<file path="src/rtl/mips_hazard_ctrl.sv">
// Hazard/forwarding controller: shift-register scoreboard of in-flight destinations driving
// load-use stalls, branch flushes and registered EX forwarding selects. Macro: MIPS_HAZARD_STATS_EN.
module mips_hazard_ctrl #(
  parameter int  REG_AW      = 5,
  parameter int  PIPE_STAGES = 3,
  parameter int  LOAD_SLOT   = 2,
  parameter int  BR_SLOT     = 1,
  localparam int FW          = $clog2(PIPE_STAGES)
) (
  input  logic               clk,
  input  logic               rst,
  input  logic               id_valid,
  input  logic [REG_AW-1:0]  id_rs,
  input  logic [REG_AW-1:0]  id_rt,
  input  logic               id_use_rs,
  input  logic               id_use_rt,
  input  logic [REG_AW-1:0]  id_rw,
  input  logic               id_regwrite,
  input  logic               id_load,
  input  logic               br_taken,
  output logic               pc_hold,
  output logic               ifid_hold,
  output logic               ifid_clr,
  output logic               idex_clr,
  output logic [BR_SLOT-1:0] flush_vec,
  output logic [FW-1:0]      fwd_a,
  output logic [FW-1:0]      fwd_b,
  output logic [31:0]        stall_cnt,
  output logic [31:0]        flush_cnt
);

  // Slot PIPE_STAGES-1 writes the RF through at this edge and is never a forwarding
  // source, so only slots 0..PIPE_STAGES-2 are actually stored.
  localparam int SB_D = PIPE_STAGES - 1;

  logic [SB_D-1:0]   sb_vld_q, sb_vld_d;
  logic [SB_D-1:0]   sb_wr_q, sb_wr_d;
  logic [SB_D-1:0]   sb_ld_q, sb_ld_d;
  logic [REG_AW-1:0] sb_dst_q [SB_D];
  logic [REG_AW-1:0] sb_dst_d [SB_D];

  logic [FW-1:0] fwd_a_q, fwd_a_d;
  logic [FW-1:0] fwd_b_q, fwd_b_d;

  logic [FW-1:0] sel_a, sel_b;
  logic          haz_a, haz_b;
  logic          load_use, stall, br_live;

  function automatic logic src_hit(input logic vld, input logic wr,
                                   input logic [REG_AW-1:0] dst,
                                   input logic [REG_AW-1:0] src,
                                   input logic use_src);
    return vld && wr && use_src && (src != '0) && (dst == src);
  endfunction

  // Lookup: scan oldest to youngest so the lowest matching slot wins.
  always_comb begin
    sel_a = '0;
    sel_b = '0;
    haz_a = 1'b0;
    haz_b = 1'b0;
    for (int s = SB_D - 1; s >= 0; s--) begin
      if (src_hit(sb_vld_q[s], sb_wr_q[s], sb_dst_q[s], id_rs, id_use_rs)) begin
        sel_a = FW'(s + 1);
        haz_a = sb_ld_q[s] && ((s + 1) < LOAD_SLOT);
      end
      if (src_hit(sb_vld_q[s], sb_wr_q[s], sb_dst_q[s], id_rt, id_use_rt)) begin
        sel_b = FW'(s + 1);
        haz_b = sb_ld_q[s] && ((s + 1) < LOAD_SLOT);
      end
    end
  end

  // Hazard/flush decisions: reset masks everything, branch beats stall.
  assign load_use  = id_valid & (haz_a | haz_b);
  assign br_live   = rst & br_taken;
  assign stall     = rst & load_use & ~br_taken;

  assign pc_hold   = stall;
  assign ifid_hold = stall;
  assign idex_clr  = stall | br_live;
  assign ifid_clr  = br_live;
  assign flush_vec = {BR_SLOT{br_live}};

  // Scoreboard advance, flush of slots 1..BR_SLOT, and select capture for slot0.
  always_comb begin
    sb_vld_d    = '0;
    sb_wr_d     = '0;
    sb_ld_d     = '0;
    sb_vld_d[0] = id_valid & ~idex_clr;
    sb_wr_d[0]  = id_regwrite;
    sb_ld_d[0]  = id_load;
    sb_dst_d[0] = id_rw;
    for (int s = 1; s < SB_D; s++) begin
      sb_vld_d[s] = sb_vld_q[s-1] & ~(br_live & (s <= BR_SLOT));
      sb_wr_d[s]  = sb_wr_q[s-1];
      sb_ld_d[s]  = sb_ld_q[s-1];
      sb_dst_d[s] = sb_dst_q[s-1];
    end
    fwd_a_d = sb_vld_d[0] ? sel_a : '0;
    fwd_b_d = sb_vld_d[0] ? sel_b : '0;
  end

  always_ff @(posedge clk) begin
    if (!rst) begin
      sb_vld_q <= '0;
      fwd_a_q  <= '0;
      fwd_b_q  <= '0;
    end else begin
      sb_vld_q <= sb_vld_d;
      fwd_a_q  <= fwd_a_d;
      fwd_b_q  <= fwd_b_d;
    end
  end

  // Payload fields are qualified by sb_vld_q and need no reset.
  always_ff @(posedge clk) begin
    sb_wr_q  <= sb_wr_d;
    sb_ld_q  <= sb_ld_d;
    sb_dst_q <= sb_dst_d;
  end

  assign fwd_a = fwd_a_q;
  assign fwd_b = fwd_b_q;

`ifdef MIPS_HAZARD_STATS_EN
  logic [31:0] stall_cnt_q, stall_cnt_d;
  logic [31:0] flush_cnt_q, flush_cnt_d;

  function automatic logic [31:0] sat_inc(input logic [31:0] v, input logic en);
    return (en && (v != 32'hFFFF_FFFF)) ? v + 32'd1 : v;
  endfunction

  always_comb begin
    stall_cnt_d = sat_inc(stall_cnt_q, stall);
    flush_cnt_d = sat_inc(flush_cnt_q, br_live);
  end

  always_ff @(posedge clk) begin
    if (!rst) begin
      stall_cnt_q <= '0;
      flush_cnt_q <= '0;
    end else begin
      stall_cnt_q <= stall_cnt_d;
      flush_cnt_q <= flush_cnt_d;
    end
  end

  assign stall_cnt = stall_cnt_q;
  assign flush_cnt = flush_cnt_q;
`else
  assign stall_cnt = '0;
  assign flush_cnt = '0;
`endif

endmodule

</file>
<file path="config.mk">
export PLATFORM = sky130hd
export DESIGN_NAME = mips_hazard_ctrl
export DESIGN_NICKNAME = d
export VERILOG_FILES = /design/src/rtl/mips_hazard_ctrl.sv
export SDC_FILE = /design/constraint.sdc
export NUM_CORES = 1
export LEC_CHECK = 0
export CAP_MARGIN = 10
export CORE_ASPECT_RATIO = 0.75
export CORE_MARGIN = 3
export CORE_UTILIZATION = 30
export DETAILED_ROUTE_END_ITERATION = 7
export GPL_ROUTABILITY_DRIVEN = 0
export MAX_ROUTING_LAYER = met4
export PLACE_DENSITY_LB_ADDON = 0.25
export SLEW_MARGIN = 20
export SYNTH_ARGS = -nofsm -noshare
export SYNTH_HDL_FRONTEND = slang
export SYNTH_SLANG_ARGS = --single-unit
</file>
<file path="constraint.sdc">
create_clock -name clk -period 5.2 [get_ports clk]
set_clock_uncertainty 0.1 [all_clocks]
set_input_delay 1.04 -clock clk [delete_from_list [all_inputs] [get_ports clk]]
set_output_delay 1.04 -clock clk [all_outputs]
set_load 0.1 [all_outputs]
</file>
* Yosys cells after proc, flatten, opt, wreduce, memory -nomap -nowiden
Cells that the tools add are included.
** Word-level totals
- Bits in registers :: 19
- Input port bits :: 23
- Output and inout bits :: 73
- Word-level logic and storage cells :: 51
** Operators by class
- Equal/unequal tests :: 4
- Multiplexer cells :: 6
- Bitwise gates (word level) :: 13
- Reduce and logical (&&, ||, !) cells :: 19
** Operators with widths (number)
- $eq A5 B5 Y1 :: 4
- $logic_and A1 B1 Y1 :: 14
- $reduce_bool A5 Y1 :: 2
- $and A1 B1 Y1 :: 6
- $reduce_or A3 Y1 :: 2
- $not A1 Y1 :: 5
- $mux W1 :: 4
- $mux W2 :: 2
- $or A1 B1 Y1 :: 2
- $reduce_and A2 Y1 :: 1

* Depth between registers and ports, before layout
Gate-level depths: netlist (run 1).
- Depth in word-level cells :: 14
- Mapped depth :: 5
- Depth with buffers taken out :: 5

* Least setup slack after synthesis (run 1)
Ideal clock, no wire load.
- Kind :: input to output
- From :: input id_rs[2]
- To :: output idex_clr
- Data arrival time :: 3.420 ns
- Data required time :: 4.060 ns
- Slack :: 0.640 ns
- Stages on the path :: 5
- Path buffers :: 0
- Path through :: xnor2_1 > nand4_1 > nor4_1 > o21a_1 > or2_1
** On the way
- Word-level cells in the longest chain between the ends :: 9
- Elaborated cells on any way between the ends :: 10
- Classes of those cells :: eq/ne (1); mux (1); bitwise (5); reduce/logical (3)
** RTL lines
- start: declaration :: line 13 : input logic [REG_AW-1:0] id_rs,
- $reduce_bool A5 Y1 :: line 53 : return vld && wr && use_src && (src != '0) && (dst == src);
- $logic_and A1 B1 Y1 :: line 53
- $logic_and A1 B1 Y1 (*) :: line 53
- $mux W1 (*) :: line 63 : if (src_hit(sb_vld_q[s], sb_wr_q[s], sb_dst_q[s], id_rs, id_use_rs)) begin
- $or A1 B1 Y1 (*) :: line 75 : assign load_use = id_valid & (haz_a | haz_b);
- $and A1 B1 Y1 (*) :: line 75
- $and A1 B1 Y1 (*) (2 in series) :: line 77 : assign stall = rst & load_use & ~br_taken;
- named net ifid_hold :: line 22 : output logic ifid_hold,
- $or A1 B1 Y1 (*) :: line 81 : assign idex_clr = stall | br_live;
- end: declaration :: line 24 : output logic idex_clr,
The timed path passes the listed nets; every way through them passes the cells marked *.

* Worst setup path in the final report (run 1)
- From :: input id_rs[0]
- To :: output idex_clr
** On the way
- Word-level cells in the longest chain between the ends :: 9
- Elaborated cells on any way between the ends :: 10
- Classes of those cells :: eq/ne (1); mux (1); bitwise (5); reduce/logical (3)
** RTL lines (line)
- $reduce_bool A5 Y1 :: 53
- $logic_and A1 B1 Y1 :: 53
- $logic_and A1 B1 Y1 (*) :: 53
- $mux W1 (*) :: 63
- $or A1 B1 Y1 (*) :: 75
- $and A1 B1 Y1 (*) :: 75
- $and A1 B1 Y1 (*) (2 in series) :: 77
- $or A1 B1 Y1 (*) :: 81
Mark *: on every way between the ends. The rest lies on a longest branch, timed or not.

==> results of run 1 <==
-- flip-flops by register name, summed over array words and instances, names as in the netlist --
register / count
fwd_a: 2
fwd_b: 2
sb_dst_q: 5
sb_dst_d: 5
sb_wr_q: 2
sb_vld_q: 2
sb_ld_q: 1
-- cell type report --
class,instances,area [um^2],share of cell area
Sequential cell,19,380,0.275
Timing Repair Buffer,31,298,0.215
Multi-Input combinational cell,111,589,0.425
Inverter,1,3.75,0.00271
Tap cell,52,65.1,0.0470
Clock inverter,1,7.51,0.00542
Clock buffer,3,41.3,0.0298
-- per-stage QoR --
stage                     total power, mW  hold slack (ps)  setup slack, ps   util
final                               0.508              260              925  0.364
after global routing                0.526              271              816  0.364
after CTS                           0.510              263              925  0.364
after detailed placement            0.409              252              928  0.351
after global placement              0.408              243              980  0.351
after floorplan                     0.421              231              640      -
-- cells in the final DEF (no fill, tap or decap), types with 3 or more instances in the layout --
cell type and count:
xnor2_1 12, clkbuf_8 3, nand4_1 4, conb_1 64, clkdlybuf4s50_1 26, xor2_1 8, buf_4 5, dfxtp_1 19
nor2_1 3
-- power groups by stage --
stage / clock [mW] / sequential [mW] / combinational, mW
final: 0.101 / 0.156 / 0.250
after floorplan: 0 / 0.159 / 0.263
after detailed placement: 0 / 0.160 / 0.249
after global placement: 0 / 0.159 / 0.248
after global routing: 0.112 / 0.157 / 0.257
after CTS: 0.105 / 0.156 / 0.249
-- worst max-delay path by stage --
stage                     startpoint       end  slack [ps]  cells after the start
final                       id_rs[0]  idex_clr         920                      7
after detailed placement    id_rs[0]  idex_clr         930                      7
after CTS                   id_rs[0]  idex_clr         930                      7
after global routing        id_rs[4]  idex_clr         820                      7
after global placement      id_rs[0]  idex_clr         980                      7
after floorplan             id_rs[2]  idex_clr         640                      5
-- worst max-delay path, delay by kind of cell --
kind,cells,cell delay (ps)
AO/OA/AOI/OAI,1,260
XOR/XNOR,1,140
buffers and inverters,2,840
AND/OR/NAND/NOR,3,860
-- cell families after synthesis --
| logic type | after synthesis | share of synthesized area |
|---|---|---|
| buffers and inverters | 67 | 0.405 |
| and+or+nand+nor | 21 | 0.102 |
| xor gates and xnor gates | 20 | 0.142 |
| DFF | 19 | 0.309 |
| AOI/OAI and AO/OA | 6 | 0.0396 |
| other | 1 | 0.00304 |
-- per-layer routing --
layer,up-vias,global-route usage,part of all wire
li1,369,-,-
met1,325,0.0932,0.39
met2,51,0.127,0.50
met3,2,0.0380,0.11
met4,0,0.00723,0.0029
met5,-,-,0
==> out/qor.csv, run 1 <==
stage,metric,value,unit
outcome,status,finished clean,
route,wl,2050,um
yosys,syn-cell-area,0.00123,mm^2
pwr,swShare,0.543,
pwr,pwr-share-comb,0.492,
cells_and_area,layout.cells.non_filler,218,
yosys,synth_cell_type_count,21,
yosys,yosys_warnings,0,
grt,grt_overflow_total,0,
yosys,synth.most_common_cell,buf_4,
floorplanning,pin_count,96,
cells_and_area,areaGrowthSynthToFinish,12.4,%
pwr,intPower,0.232,mW
floorplanning,rows,19,
timing,period_minus_slack,4280,ps
route,drc,0,
yosys,synth_edf_count,0,
floorplanning,coreArea,0.00380,mm^2
cells_and_area,n_fill_cell,402,
clock_network,h-tree-depth,1,
grt,grt_pass1_vias,637,
setup_path,cp_slowest_cell,nor4_1,
route,ant_nets,0,
timing,tns,0,ps
yosys,synth_flop_cell,dfxtp_1,
cells_and_area,fin_nets,190,
flow_run,cap_violations,0,
setup_path,path_class,in2out,
yosys,ys_seq_elements,19,
clock_network,post_cts_buffers,0,
yosys,synth_top_cell_by_area,buf_4,
pwr,switching_power,0.276,mW
placement,dp.final_hpwl,1800,um
setup_path,regToRegSetupSlack,3440,ps
setup_path,worst_r2r_endpoint,sb_vld_q[0],
route,drt_iter0_drc,20,
setup_path,cp.required,4060,ps
worst_hold_path,worstHoldEndpoint,sb_wr_q[1],
grt,grt_max_degree,13,
timing,max_freq,0.234,GHz
yosys,synthArstFlopShare,0,
setup_path,cpPeakStageDelay,630,ps
clock_network,clk_pin_slew,70,ps
placement,placed_cell_area,0.00134,mm^2
floorplanning,fp.dieH,61.5,um
pwr,p_seq_frac,0.308,
yosys,avgSynthCellArea,9.20,um^2
pwr,pwr-share-clk,0.200,
cells_and_area,antenna-diode-count,0,
floorplanning,die_w,80.0,um
clock_network,numCtsBuffers,3,
route,dr_total_vias,747,
worst_hold_path,holdPathStages,0,
timing,max_slew_margin,0.347,
clock_network,clkSinkCount,19,
setup_path,end_kind,output port,
yosys,synthTopCellsByCount,"buf_4 (66), dfxtp_1 (19), xnor2_1 (12)",
placement,io_buffers,31,
cells_and_area,drive_gt1_frac,0.0602,
placement,post-place-cells,214,
pwr,powerDensity,366,mW/mm^2
floorplanning,start_util,0.324,
grt,antenna_found_initial,0,
timing,rsz0062_at_grt,false,
setup_path,path_cells,clkdlybuf4s50_1 -> xnor2_1 -> nand4_1 -> nor4_1 -> o21a_1 -> or2_1 -> buf_4,
yosys,seq_area_frac_synth,0.309,
worst_hold_path,hold_start,sb_wr_q[0],
clock_network,cts_tree,built,
setup_path,cp_max_fo,5,
floorplanning,dieArea,0.00492,mm^2
grt,grtUsageTotal,0.0788,
yosys,syn_inst,134,
clock_network,root_buffer,clkbuf_8,
clock_network,clock_latency,250,ps
yosys,synth_top_area_frac,0.402,
grt,grt_first_pass_wirelength,2900,um
setup_path,rr_startpoint,sb_dst_d[4],
cells_and_area,stdcell_area,0.00139,mm^2
route,routed_via_density,3.43,
pwr,ir_drop,0.137,mV
setup_path,crit_arrival,3140,ps
pwr,power_leakage,0.614,nW
clock_network,cts_hold_buf,0,
timing,drv_slew,0,
setup_path,reg2regPathDepth,5,
route,dr.pass1.iters,4,
clock_network,post_cts_resized,0,
clock_network,cts_buffer_depth,2,
yosys,synth_area_leaders,"buf_4 (40%), dfxtp_1 (31%), xnor2_1 (8.5%)",
timing,finalSetupViolCount,0,
worst_hold_path,hold_path_class,reg2reg,
timing,finalHoldViolCount,0,
route,wl_per_cell,9.39,um
setup_path,crit_path_start_kind,primary input,
timing,timing.final.crit_share,0.822,
timing,tightest_slew,976,ps
(Power assumes the default switching activity.)
==> inputs of run 2 (changes only) <==
==> constraint.sdc (replaced) <==
create_clock -name clk -period 4.25 [get_ports clk]
set_clock_uncertainty 0.1 [all_clocks]
set_input_delay 0.85 -clock clk [delete_from_list [all_inputs] [get_ports clk]]
set_output_delay 0.85 -clock clk [all_outputs]
set_load 0.1 [all_outputs]
==> run 2 against run 1 <==
Non-clock buffer count unchanged. Utilization up 0.99 points. Wire length is 5.4% lower. Via count decreased by 1.9%. Highest routed layer unchanged. Cell count stayed put.
==> out/qor.csv, run 2 (synthesized netlist as in run 1, its figures left out) <==
stage,metric,value,unit
outcome,status,finished clean,
floorplanning,coreArea,0.00380,mm^2
route,drc,0,
floorplanning,fp.dieH,61.5,um
timing,timing.final.crit_share,0.916,
cells_and_area,fin_nets,190,
cells_and_area,n_fill_cell,392,
route,drt_iter0_drc,15,
floorplanning,rows,19,
timing,rsz0062_at_grt,false,
timing,max_freq,0.257,GHz
setup_path,end_kind,output port,
placement,placed_cell_area,0.00137,mm^2
setup_path,cp_num_buf_inv,2,
grt,antenna_found_initial,0,
timing,period_minus_slack,3890,ps
cells_and_area,final-seq-area,380,um^2
timing,tns,0,ps
floorplanning,pin_count,96,
setup_path,rr_startpoint,sb_dst_d[2],
cells_and_area,final_common_cell,conb_1,
clock_network,h-tree-depth,1,
setup_path,cp_max_fo,5,
setup_path,regToRegSetupSlack,2540,ps
route,wl_per_cell,8.88,um
flow_run,cap_violations,0,
clock_network,cts_tree,built,
setup_path,worst_r2r_endpoint,fwd_a[0],
timing,tightest_slew,980,ps
grt,grt_first_pass_wirelength,2650,um
setup_path,reg2regPathDepth,4,
clock_network,post_cts_buffers,0,
cells_and_area,areaGrowthSynthToFinish,15.4,%
setup_path,cpLargestDelayFamily,simple AND/OR/NAND/NOR gates,
clock_network,clkSinkCount,19,
setup_path,cp.required,3300,ps
timing,whs,265,ps
grt,grt_pass1_vias,598,
cells_and_area,antenna-diode-count,0,
timing,max_slew_margin,0.345,
clock_network,clock_latency,260,ps
worst_hold_path,hold_path_class,reg2reg,
cells_and_area,multi_input_area,589,um^2
setup_path,crit_arrival,2940,ps
floorplanning,start_util,0.324,
grt,grtUsageTotal,0.0723,
pwr,ir_drop,0.156,mV
cells_and_area,stdcell_area,0.00142,mm^2
grt,grt_max_degree,13,
worst_hold_path,hold_start,sb_wr_q[0],
cells_and_area,drive_gt1_frac,0.0602,
route,ant_nets,0,
route,wl,1940,um
setup_path,cpPeakStageDelay,590,ps
worst_hold_path,worstHoldEndpoint,sb_wr_q[1],
clock_network,cts_buffer_depth,2,
clock_network,clk_pin_slew,70,ps
pwr,power_leakage,0.623,nW
setup_path,path_cells,clkdlybuf4s50_1 -> xnor2_1 -> nand4_1 -> nor4_1 -> o21a_1 -> or2_1 -> buf_12,
route,dr.pass1.iters,4,
worst_hold_path,holdPathStages,0,
clock_network,post_cts_resized,0,
clock_network,root_buffer,clkbuf_8,
cells_and_area,layout_common_cells,"conb_1 (64), clkdlybuf4s50_1 (26), dfxtp_1 (19), xnor2_1 (12), xor2_1 (8)",
clock_network,numCtsBuffers,3,
floorplanning,dieArea,0.00492,mm^2
clock_network,cts_hold_buf,0,
setup_path,path_class,in2out,
setup_path,cp_slowest_cell,nor4_1,
placement,dp.final_hpwl,1720,um
route,dr_total_vias,733,
timing,finalHoldViolCount,0,
pwr,powerDensity,439,mW/mm^2
grt,grt_overflow_total,0,
floorplanning,die_w,80.0,um
setup_path,crit_path_start_kind,primary input,
timing,drv_slew,0,
placement,io_buffers,31,
route,routed_via_density,3.36,
timing,finalSetupViolCount,0,
==> run 2: cell counts in the layout (fill, tap and decap cells not counted) <==
Identical to the previous run, type by type.
==> run 2: per-layer routing <==
metal  vias to the layer above  share of wire  global-route usage
met5                         -              0                   -
met4                         0         0.0031             0.00723
met3                         2           0.11              0.0380
met2                        45           0.47               0.112
met1                       316           0.41              0.0871
li1                        370              -                   -
==> run 2: report_power, final <==
group          internal (mW)  total, mW  switching [mW]
Clock                 0.0660      0.126          0.0602
Sequential             0.185      0.191         0.00593
Combinational         0.0337      0.307           0.273
==> run 2: per-stage QoR <==
step	utilization	setup WS, ps	std cells	power [mW]
2_1_floorplan	-	69.7	197	0.516
5_1_grt	0.374	158	218	0.647
4_1_cts	0.374	330	218	0.627
6_report	0.374	356	218	0.624
3_3_place_gp	0.361	366	214	0.501
3_5_place_dp	0.361	340	214	0.501
==> run 2: cell type report <==
type                    count  area share
clock buffers               3      0.0290
clock inverters             1     0.00528
inverters                   1     0.00264
multi-input cells         111       0.414
flip-flops and latches     19       0.267
well taps                  52      0.0457
repair buffers             31       0.236
==> run 2: worst max-delay path by stage <==
stage	from	cells past startpoint	endpoint
global placement	id_rs[1]	7	idex_clr
CTS	id_rs[3]	7	idex_clr
finish	id_rs[3]	7	idex_clr
floorplan	id_rs[2]	5	idex_clr
global route	id_rs[3]	7	idex_clr
detailed placement	id_rs[3]	7	idex_clr
